## src/rtl/ecg_preproc_sequencer_if.sv

```systemverilog
// Handshake bundle between the ECG preprocessing sequencer and its ADC,
// filter datapath and downstream consumer. master = sequencer side.
interface ecg_preproc_sequencer_if #(
  parameter int DATA_W = 32
) ();
  logic              adc_valid;
  logic [DATA_W-1:0] adc_data;
  logic              pp_start;
  logic [DATA_W-1:0] pp_din;
  logic              pp_done;
  logic [DATA_W-1:0] pp_dout;
  logic              out_valid;
  logic [DATA_W-1:0] out_data;
  logic              out_ready;

  modport master (
    input  adc_valid, adc_data, pp_done, pp_dout, out_ready,
    output pp_start, pp_din, out_valid, out_data
  );

  modport slave (
    output adc_valid, adc_data, pp_done, pp_dout, out_ready,
    input  pp_start, pp_din, out_valid, out_data
  );
endinterface

```

## src/rtl/ecg_preproc_sequencer.sv

```systemverilog
// ECG preprocessing sequencer: sample-rate tick, input FIFO, start/done issue FSM.
// Optional datapath watchdog enabled by defining PREPROC_TIMEOUT_EN.
module ecg_preproc_sequencer #(
  parameter int DATA_W     = 32,
  parameter int FIFO_DEPTH = 4,
  parameter int DIV        = 250,
  parameter int TIMEOUT    = 64
) (
  input  logic                          clk,
  input  logic                          rst_n,
  input  logic                          enable,
  output logic                          sample_tick,
  ecg_preproc_sequencer_if.master       link,
  output logic [$clog2(FIFO_DEPTH):0]   fifo_level,
  output logic                          overflow,
  output logic                          busy,
  output logic                          timeout_err
);

  localparam int unsigned AW = $clog2(FIFO_DEPTH);
  localparam int unsigned LW = AW + 1;
  localparam int unsigned CW = $clog2(DIV);

  typedef enum logic [1:0] {IDLE, START, WAIT, OUT} state_t;

  state_t            state;
  logic [CW-1:0]     tick_cnt;
  logic [DATA_W-1:0] mem [FIFO_DEPTH];
  logic [AW-1:0]     wr_ptr;
  logic [AW-1:0]     rd_ptr;
  logic              empty;
  logic              full;
  logic              pop;
  logic              push;

  assign empty = (fifo_level == '0);
  assign full  = (fifo_level == LW'(FIFO_DEPTH));
  assign pop   = (state == IDLE) && enable && !empty;
  // A pop in the same cycle frees a slot, so a push into a full FIFO still lands.
  assign push  = link.adc_valid && (!full || pop);

  // Tick is registered one count early so it is high while the count reads DIV-1.
  always_ff @(posedge clk) begin
    if (!rst_n) begin
      tick_cnt    <= '0;
      sample_tick <= 1'b0;
    end else if (enable) begin
      tick_cnt    <= (tick_cnt == CW'(DIV - 1)) ? '0 : tick_cnt + CW'(1);
      sample_tick <= (tick_cnt == CW'(DIV - 2));
    end else begin
      tick_cnt    <= '0;
      sample_tick <= 1'b0;
    end
  end

  always_ff @(posedge clk) begin
    if (push) begin
      mem[wr_ptr] <= link.adc_data;
    end
  end

  always_ff @(posedge clk) begin
    if (!rst_n) begin
      wr_ptr     <= '0;
      rd_ptr     <= '0;
      fifo_level <= '0;
      overflow   <= 1'b0;
    end else begin
      if (push) begin
        wr_ptr <= wr_ptr + AW'(1);
      end
      if (pop) begin
        rd_ptr <= rd_ptr + AW'(1);
      end
      if (push && !pop) begin
        fifo_level <= fifo_level + LW'(1);
      end else if (pop && !push) begin
        fifo_level <= fifo_level - LW'(1);
      end
      if (link.adc_valid && !push) begin
        overflow <= 1'b1;
      end
    end
  end

`ifdef PREPROC_TIMEOUT_EN
  localparam int unsigned WAIT_W = $clog2(TIMEOUT + 1);
  logic [WAIT_W-1:0] wait_cnt;
`else
  // Watchdog absent: the error flag is a constant tie-off.
  assign timeout_err = 1'b0 & (TIMEOUT > 0);
`endif

  always_ff @(posedge clk) begin
    if (!rst_n) begin
      state          <= IDLE;
      link.pp_start  <= 1'b0;
      link.pp_din    <= '0;
      link.out_valid <= 1'b0;
      link.out_data  <= '0;
      busy           <= 1'b0;
`ifdef PREPROC_TIMEOUT_EN
      wait_cnt       <= '0;
      timeout_err    <= 1'b0;
`endif
    end else begin
      case (state)
        IDLE: begin
          if (pop) begin
            link.pp_din   <= mem[rd_ptr];
            link.pp_start <= 1'b1;
            busy          <= 1'b1;
            state         <= START;
          end
        end
        START: begin
          link.pp_start <= 1'b0;
          state         <= WAIT;
`ifdef PREPROC_TIMEOUT_EN
          wait_cnt      <= '0;
`endif
        end
        WAIT: begin
          if (link.pp_done) begin
            link.out_data  <= link.pp_dout;
            link.out_valid <= 1'b1;
            state          <= OUT;
          end
`ifdef PREPROC_TIMEOUT_EN
          else if (wait_cnt == WAIT_W'(TIMEOUT - 1)) begin
            timeout_err <= 1'b1;
            busy        <= 1'b0;
            state       <= IDLE;
          end else begin
            wait_cnt <= wait_cnt + WAIT_W'(1);
          end
`endif
        end
        OUT: begin
          if (link.out_ready) begin
            link.out_valid <= 1'b0;
            busy           <= 1'b0;
            state          <= IDLE;
          end
        end
        default: state <= IDLE;
      endcase
    end
  end

endmodule

```

## src/flat_wrapper.sv

```systemverilog
// flat-port wrapper written by rule: the top's interface ports become plain ports
module ecg_preproc_sequencer_flat 
#(
  parameter int DATA_W     = 32,
  parameter int FIFO_DEPTH = 4,
  parameter int DIV        = 250,
  parameter int TIMEOUT    = 64
)
  (clk, rst_n, enable, sample_tick, fifo_level, overflow, busy, timeout_err, link_adc_valid, link_adc_data, link_pp_done, link_pp_dout, link_out_ready, link_pp_start, link_pp_din, link_out_valid, link_out_data);
  ecg_preproc_sequencer_if #(.DATA_W(DATA_W)) link_i ();
  input  logic clk;
  input  logic rst_n;
  input  logic enable;
  output logic sample_tick;
  output logic [$clog2(FIFO_DEPTH):0] fifo_level;
  output logic overflow;
  output logic busy;
  output logic timeout_err;
  input wire logic [$bits(link_i.adc_valid)-1:0] link_adc_valid;
  input wire logic [$bits(link_i.adc_data)-1:0] link_adc_data;
  input wire logic [$bits(link_i.pp_done)-1:0] link_pp_done;
  input wire logic [$bits(link_i.pp_dout)-1:0] link_pp_dout;
  input wire logic [$bits(link_i.out_ready)-1:0] link_out_ready;
  output wire logic [$bits(link_i.pp_start)-1:0] link_pp_start;
  output wire logic [$bits(link_i.pp_din)-1:0] link_pp_din;
  output wire logic [$bits(link_i.out_valid)-1:0] link_out_valid;
  output wire logic [$bits(link_i.out_data)-1:0] link_out_data;
  assign link_i.adc_valid = link_adc_valid;
  assign link_i.adc_data = link_adc_data;
  assign link_i.pp_done = link_pp_done;
  assign link_i.pp_dout = link_pp_dout;
  assign link_i.out_ready = link_out_ready;
  assign link_pp_start = link_i.pp_start;
  assign link_pp_din = link_i.pp_din;
  assign link_out_valid = link_i.out_valid;
  assign link_out_data = link_i.out_data;
  ecg_preproc_sequencer #(.DATA_W(DATA_W), .FIFO_DEPTH(FIFO_DEPTH), .DIV(DIV), .TIMEOUT(TIMEOUT)) u_core (.clk(clk), .rst_n(rst_n), .enable(enable), .sample_tick(sample_tick), .link(link_i), .fifo_level(fifo_level), .overflow(overflow), .busy(busy), .timeout_err(timeout_err));
endmodule
```

## config.mk

```make
export PLATFORM = sky130hd
export DESIGN_NAME = ecg_preproc_sequencer_flat
export DESIGN_NICKNAME = d
export VERILOG_FILES = /design/src/rtl/ecg_preproc_sequencer_if.sv /design/src/rtl/ecg_preproc_sequencer.sv /design/src/flat_wrapper.sv
export SDC_FILE = /design/constraint.sdc
export NUM_CORES = 1
export LEC_CHECK = 0
export BUFFER_PORTS_ARGS = -buffer_cell sky130_fd_sc_hd__clkbuf_2
export CAP_MARGIN = 10
export CORE_ASPECT_RATIO = 1.5
export CORE_MARGIN = 2
export CORE_UTILIZATION = 28
export CTS_BUF_LIST = sky130_fd_sc_hd__clkbuf_8
export CTS_CLUSTER_SIZE = 40
export DETAILED_ROUTE_END_ITERATION = 8
export SLEW_MARGIN = 20
export SYNTH_ARGS = -nofsm -noshare
export SYNTH_HDL_FRONTEND = slang
export SYNTH_SLANG_ARGS = --single-unit
```

## constraint.sdc

```tcl
create_clock -name clk -period 2.29 [get_ports clk]
set_input_delay 0.458 -clock clk [delete_from_list [all_inputs] [get_ports clk]]
set_output_delay 0.458 -clock clk [all_outputs]
set_load 0.03 [all_outputs]
```

* Word-level counts from Yosys, hierarchy flattened *
Memory sizes are Yosys's and may differ from the RTL's. A register that Yosys moved wholly into a read port is not among the register bits.
Cells that the tools add are included.

storage, ports and cells
  memories = 1
  bits in latches = 0
  memory bits (read-only) = 0
  bits in registers = 54
  output and inout bits = 73
  logic and storage cells = 68
  bits of input ports = 70
  bits in writable memories = 128

cells by class
  bitwise gates (word level) = 2
  multiply operators = 0
  add/sub/neg operators = 5
  div/mod/pow operators = 0
  muxes and demuxes = 14
  equality and inequality tests = 9
  order comparisons = 0
  shift-type cells = 0
  reduce and logical (&&, ||, !) cells = 26

memory list
  name        words  width  read ports  clocked after Yosys merged registers in  write ports  RTL line                     source
  u_core.mem  4      32     1           1                                        1            ecg_preproc_sequencer.sv:28  logic [DATA_W-1:0] mem [FIFO_DEPTH];

operator list
  kind                                               number
  == test 8 bit (second input constant)              2
  AND reduction 3 bit                                3
  adder 8 x 1 -> 8 bit (second input constant)       1
  one-hot mux 2 bit (4 select lines)                 1
  AND reduction 2 bit                                4
  nonzero test 2 bit                                 4
  logical AND 1 bit                                  6
  two-way mux 2 bit                                  3
  two-way mux 3 bit                                  2
  one-hot mux 1 bit (2 select lines)                 3
  zero test 1 bit                                    5
  two-way mux 1 bit                                  5
  adder 2 x 1 -> 2 bit (second input constant)       2
  == test 2 bit (second input constant)              2
  != test 2 bit (second input constant)              2
  adder 3 x 1 -> 3 bit (second input constant)       1
  == test 3 bit (second input constant)              1
  zero test 3 bit                                    1
  OR reduction 3 bit                                 1
  subtractor 3 x 1 -> 3 bit (second input constant)  1
  == test 2 x 1 -> 1 bit (second input constant)     1
  zero test 2 bit                                    1
  != test 2 x 1 -> 1 bit (second input constant)     1
  NOT 1 bit                                          2
  logical OR 1 bit                                   1

* Logic depth before layout (Yosys ltp) *
  word-level depth = 9
  mapped depth = 10
  mapped depth without buffers = 10

* Worst setup path after synthesis *
OpenSTA, ideal clock, no wires.

  path type = reg2reg
  from = reg u_core.fifo_level[0]
  to = reg u_core.fifo_level[2]
  path buffers = 0
  cell stages (with the launch flop) = 9
  period minus slack after synthesis = 2.350 ns
  slack = -0.060 ns
  arrival time = 2.279 ns
  cells stage by stage = dfxtp_1 > nor2_1 > a31oi_2 > ha_1 > inv_1 > fa_1 > xor2_1 > or3_1 > a21oi_1

on the way
  longest elaborated chain between the ends = 8

ends and longest elaborated chain
  item                                 RTL line                     source
  start, declared                      ecg_preproc_sequencer.sv:14  output logic [$clog2(FIFO_DEPTH):0] fifo_level,
  start signal, assigned               ecg_preproc_sequencer.sv:76  fifo_level <= fifo_level + LW'(1);
  start signal, assigned               ecg_preproc_sequencer.sv:78  fifo_level <= fifo_level - LW'(1);
  zero test 3 bit                      ecg_preproc_sequencer.sv:36  assign empty = (fifo_level == '0);
  zero test 1 bit                      ecg_preproc_sequencer.sv:38  assign pop = (state == IDLE) && enable && !empty;
  logical AND 1 bit                    ecg_preproc_sequencer.sv:38
  logical OR 1 bit *                   ecg_preproc_sequencer.sv:40  assign push = link.adc_valid && (!full || pop);
  logical AND 1 bit *                  ecg_preproc_sequencer.sv:40
  via u_core.push                      ecg_preproc_sequencer.sv:34  logic push;
  zero test 1 bit                      ecg_preproc_sequencer.sv:77  end else if (pop && !push) begin
  logical AND 1 bit                    ecg_preproc_sequencer.sv:77
  nonzero test 2 bit (no source line)  --

The timed path passes the listed nets; every way through them passes the cells marked *. The select of a mux whose other input is x is not followed.
A chain may end at the register's enable or synchronous reset.

* Final worst setup path *
  from = reg u_core.state[1]
  to = reg u_core.fifo_level[2]

on the way
  longest elaborated chain between the ends = 8

ends and longest elaborated chain
  item                                 RTL line                      source
  start, declared                      ecg_preproc_sequencer.sv:26   state_t state;
  start signal, assigned               ecg_preproc_sequencer.sv:96   state <= IDLE;
  start signal, assigned               ecg_preproc_sequencer.sv:113  state <= START;
  start signal, assigned               ecg_preproc_sequencer.sv:118  state <= WAIT;
  zero test 2 bit *                    ecg_preproc_sequencer.sv:38
  logical AND 1 bit * (2 in a row)     ecg_preproc_sequencer.sv:38
  logical OR 1 bit *                   ecg_preproc_sequencer.sv:40
  logical AND 1 bit *                  ecg_preproc_sequencer.sv:40
  via u_core.push                      ecg_preproc_sequencer.sv:34
  zero test 1 bit                      ecg_preproc_sequencer.sv:77
  logical AND 1 bit                    ecg_preproc_sequencer.sv:77
  nonzero test 2 bit (no source line)  --

The timed path passes the listed nets; every way through them passes the cells marked *.

==> results.cfg <==
[status]
status = finished, final reports clean

[die]
ios = 143
die_height_um = 210
rows = 75
core_um2 = 27900
dieWidth_um = 141
start_util_pct = 28.4
die_area_um2 = 29700

[setup_path]
crit_arrival_ps = 2640
crit_fanout = 4
end_kind = flop
critPathKind = flop to flop
worst_setup_path_start_kind = flop
worst_ep_required_time_ps = 2750

[detailed_routing]
drt-pass1-iter-count = 4
num_vias = 4702
ant_nets = 0
drt_wl_total_um = 17100
wl_per_cell_um = 16.3
vias_per_cell = 4.50
drc_errors = 0
drt_iter0_markers = 202

[sta]
fin_crit_sh_pct = 95.4
finalMaxSlewViolations = 0
finalHoldViolations = 0
finalSetupViolCount = 0
slew-limit-headroom_pct = 63.9
period_minus_slack_ps = 2180
max_clock_freq_mhz = 458
worstMarginPinSlew_ps = 541
hold_ws_ps = 139
clock_skew_ps = 30.3

[placement]
numPortBuffers = 141
gp_congestion = 0.733
dp_hpwl_um = 10900

[power]
vdd_ir_drop_max_mv = 0.473
p_per_area_nw_per_um2 = 1100
p_leak_nw = 3.63
power_mw = 10.6

[clock_network]
clk_pin_slew_worst_paths_ps = 60
cts_tree = done
cts_sinks = 214
cts_hold_buffers = 0
root_buffer = clkbuf_8
cts_buffers = 35
cts_buffer_depth = 3
htree_levels = 2
clock_latency_ps = 530

[hold_path]
hold_path_class = input pin to flop

[grt]
first_global_vias = 4886
grt_max_degree = 34
grt_util_all_layers_pct = 11.7
grt-ovfl-total = 0
antenna_found_initial = 1
grt_pass1_wl_um = 26900

[cells_and_area]
area_growth_syn_to_layout_pct = 22.2
fin_util_pct = 34.7
layout.nets = 759
drive_above_1_share_pct = 34.5

[synthesis]
synthArstFlopShare_pct = 0
ys_warn_count = 0
syn-mean-instance-area_um2 = 15.6
synthFlopType = edfxtp_1
synth_cell_types = 36
synth-edff-count = 128
syn_nets = 593
yosysSeqAreaShare_pct = 70.3
synth_seq_cells = 214
synth_area_um2 = 7920
syn-instance-count = 509

[job]
drv_cap = 0
[flip-flops by register name (all words and copies together), names as in the netlist]
name	flops
u_core.link.pp_start	1
u_core.link.pp_din	32
u_core.tick_cnt	8
u_core.link.out_data	32
u_core.rd_ptr	2
u_core.link.out_valid	1
u_core.sample_tick	1
u_core.mem	128
u_core.overflow	1
u_core.fifo_level	3
u_core.state	2
u_core.busy	1
u_core.wr_ptr	2
[area by class of cell]
type	instances	area (um^2)
Antenna cell	1	2.50
Sequential cell	214	5570
Fill cell	2665	18200
Clock inverter	25	101
Inverter	16	62.6
Tap cell	346	433
Clock buffer	36	495
Timing Repair Buffer	156	893
Multi-Input combinational cell	252	2120
[cells by family (layout without fill, tap and decap cells)]
| logic type | after synthesis | after routing | share of synthesized area (%) |
|---|---|---|---|
| AOI/OAI and AO/OA | 89 | 89 | 7.77 |
| xor gates and xnor gates | 6 | 6 | 0.663 |
| adders and majority gates | 14 | 14 | 2.31 |
| buffers and inverters | 43 | 233 | 3.36 |
| DFF | 214 | 214 | 70.3 |
| muxes | 37 | 37 | 9.92 |
| other | 1 | 2 | 0.0473 |
| and+or+nand+nor | 105 | 105 | 5.67 |
[worst paths after layout]
path | slack (ps) | startpoint | cells past startpoint | to
max | 110 | u_core.state[1] | 10 | u_core.fifo_level[2]
min | 140 | link_out_ready | 2 | u_core.busy
max reg2reg | 110 | u_core.state[1] | 10 | u_core.fifo_level[2]
min reg2reg | 450 | u_core.link.out_data[3] | 2 | u_core.link.out_data[3]
[report_power, final]
part           internal (mW)  switching, mW
sequential              4.62          0.255
clock                   1.45           1.45
combinational           1.14           1.68
[cells in the final DEF (no fill, tap or decap), types with 2 or more instances in the layout]
cell	netlist	final
clkbuf_8	0	36
buf_4	4	9
clkbuf_2	0	141
mux4_1	4	4
dfxtp_1	86	82
ha_1	13	11
o21ai_0	10	10
xnor2_1	2	2
mux2i_1	5	5
inv_2	0	2
and2_2	0	4
or3_1	4	4
a22o_1	32	32
nor2_1	11	11
edfxtp_1	128	128
nor2_4	2	2
a41oi_1	2	2
dfxtp_2	0	4
inv_1	15	32
mux4_2	28	28
nand2_1	77	77
buf_12	3	6
and4_1	2	2
clkinv_2	0	3
clkinv_1	0	2
a311oi_1	2	2
nand3_1	2	2
xor2_1	4	4
a21oi_1	38	38
[critical path, stage by stage, from the launching register on]
cell	delay (ps)
dfxtp_1	340
inv_2	100
ha_4	160
nand2_1	110
a31oi_4	200
ha_2	220
inv_1	50
fa_1	370
xor2_1	160
or3_1	300
a21oi_1	140
[cells in the mapped netlist (4+ instances only)]
library cell | instances | area, um^2
inv_1 | 15 | 56.3
or3_1 | 4 | 25.0
edfxtp_1 | 128 | 3840
nor2_1 | 11 | 41.3
nand2_1 | 77 | 289
buf_6 | 4 | 45.0
buf_4 | 4 | 30.0
mux2i_1 | 5 | 50.1
a22o_1 | 32 | 280
mux4_1 | 4 | 105
o21ai_0 | 10 | 50.1
clkbuf_1 | 9 | 33.8
and2_1 | 5 | 31.3
dfxtp_1 | 86 | 1720
a21oi_1 | 38 | 190
xor2_1 | 4 | 35.0
buf_2 | 7 | 35.0
ha_1 | 13 | 163
mux4_2 | 28 | 631
[stage by stage]
stage               instances  area [um^2]  setup slack [ps]  TNS, ps
CTS                      1045         9650              10.3        0
floorplan                 509         7920              4.77        0
global route             1045         9670             -27.2    -27.2
detailed placement        984         9050             -23.1    -23.1
global placement          984         9050              32.6        0
finish                   1046         9680               106        0
[routing by layer]
| layer | global-route usage [%] | wire length (um) |
|---|---|---|
| met3 | 4.13 | 1330 |
| met2 | 20.3 | 8460 |
| met5 | 0 | 0 |
| met4 | 5.07 | 562 |
| met1 | 13.0 | 6710 |
[timing repair]
item                       in CTS  in global routing
buffers inserted                0                  0
gates resized for setup         1                  5
setup endpoints to repair       1                  1
pin swaps                       0                  0
Power figures use the tool's default switching activity.
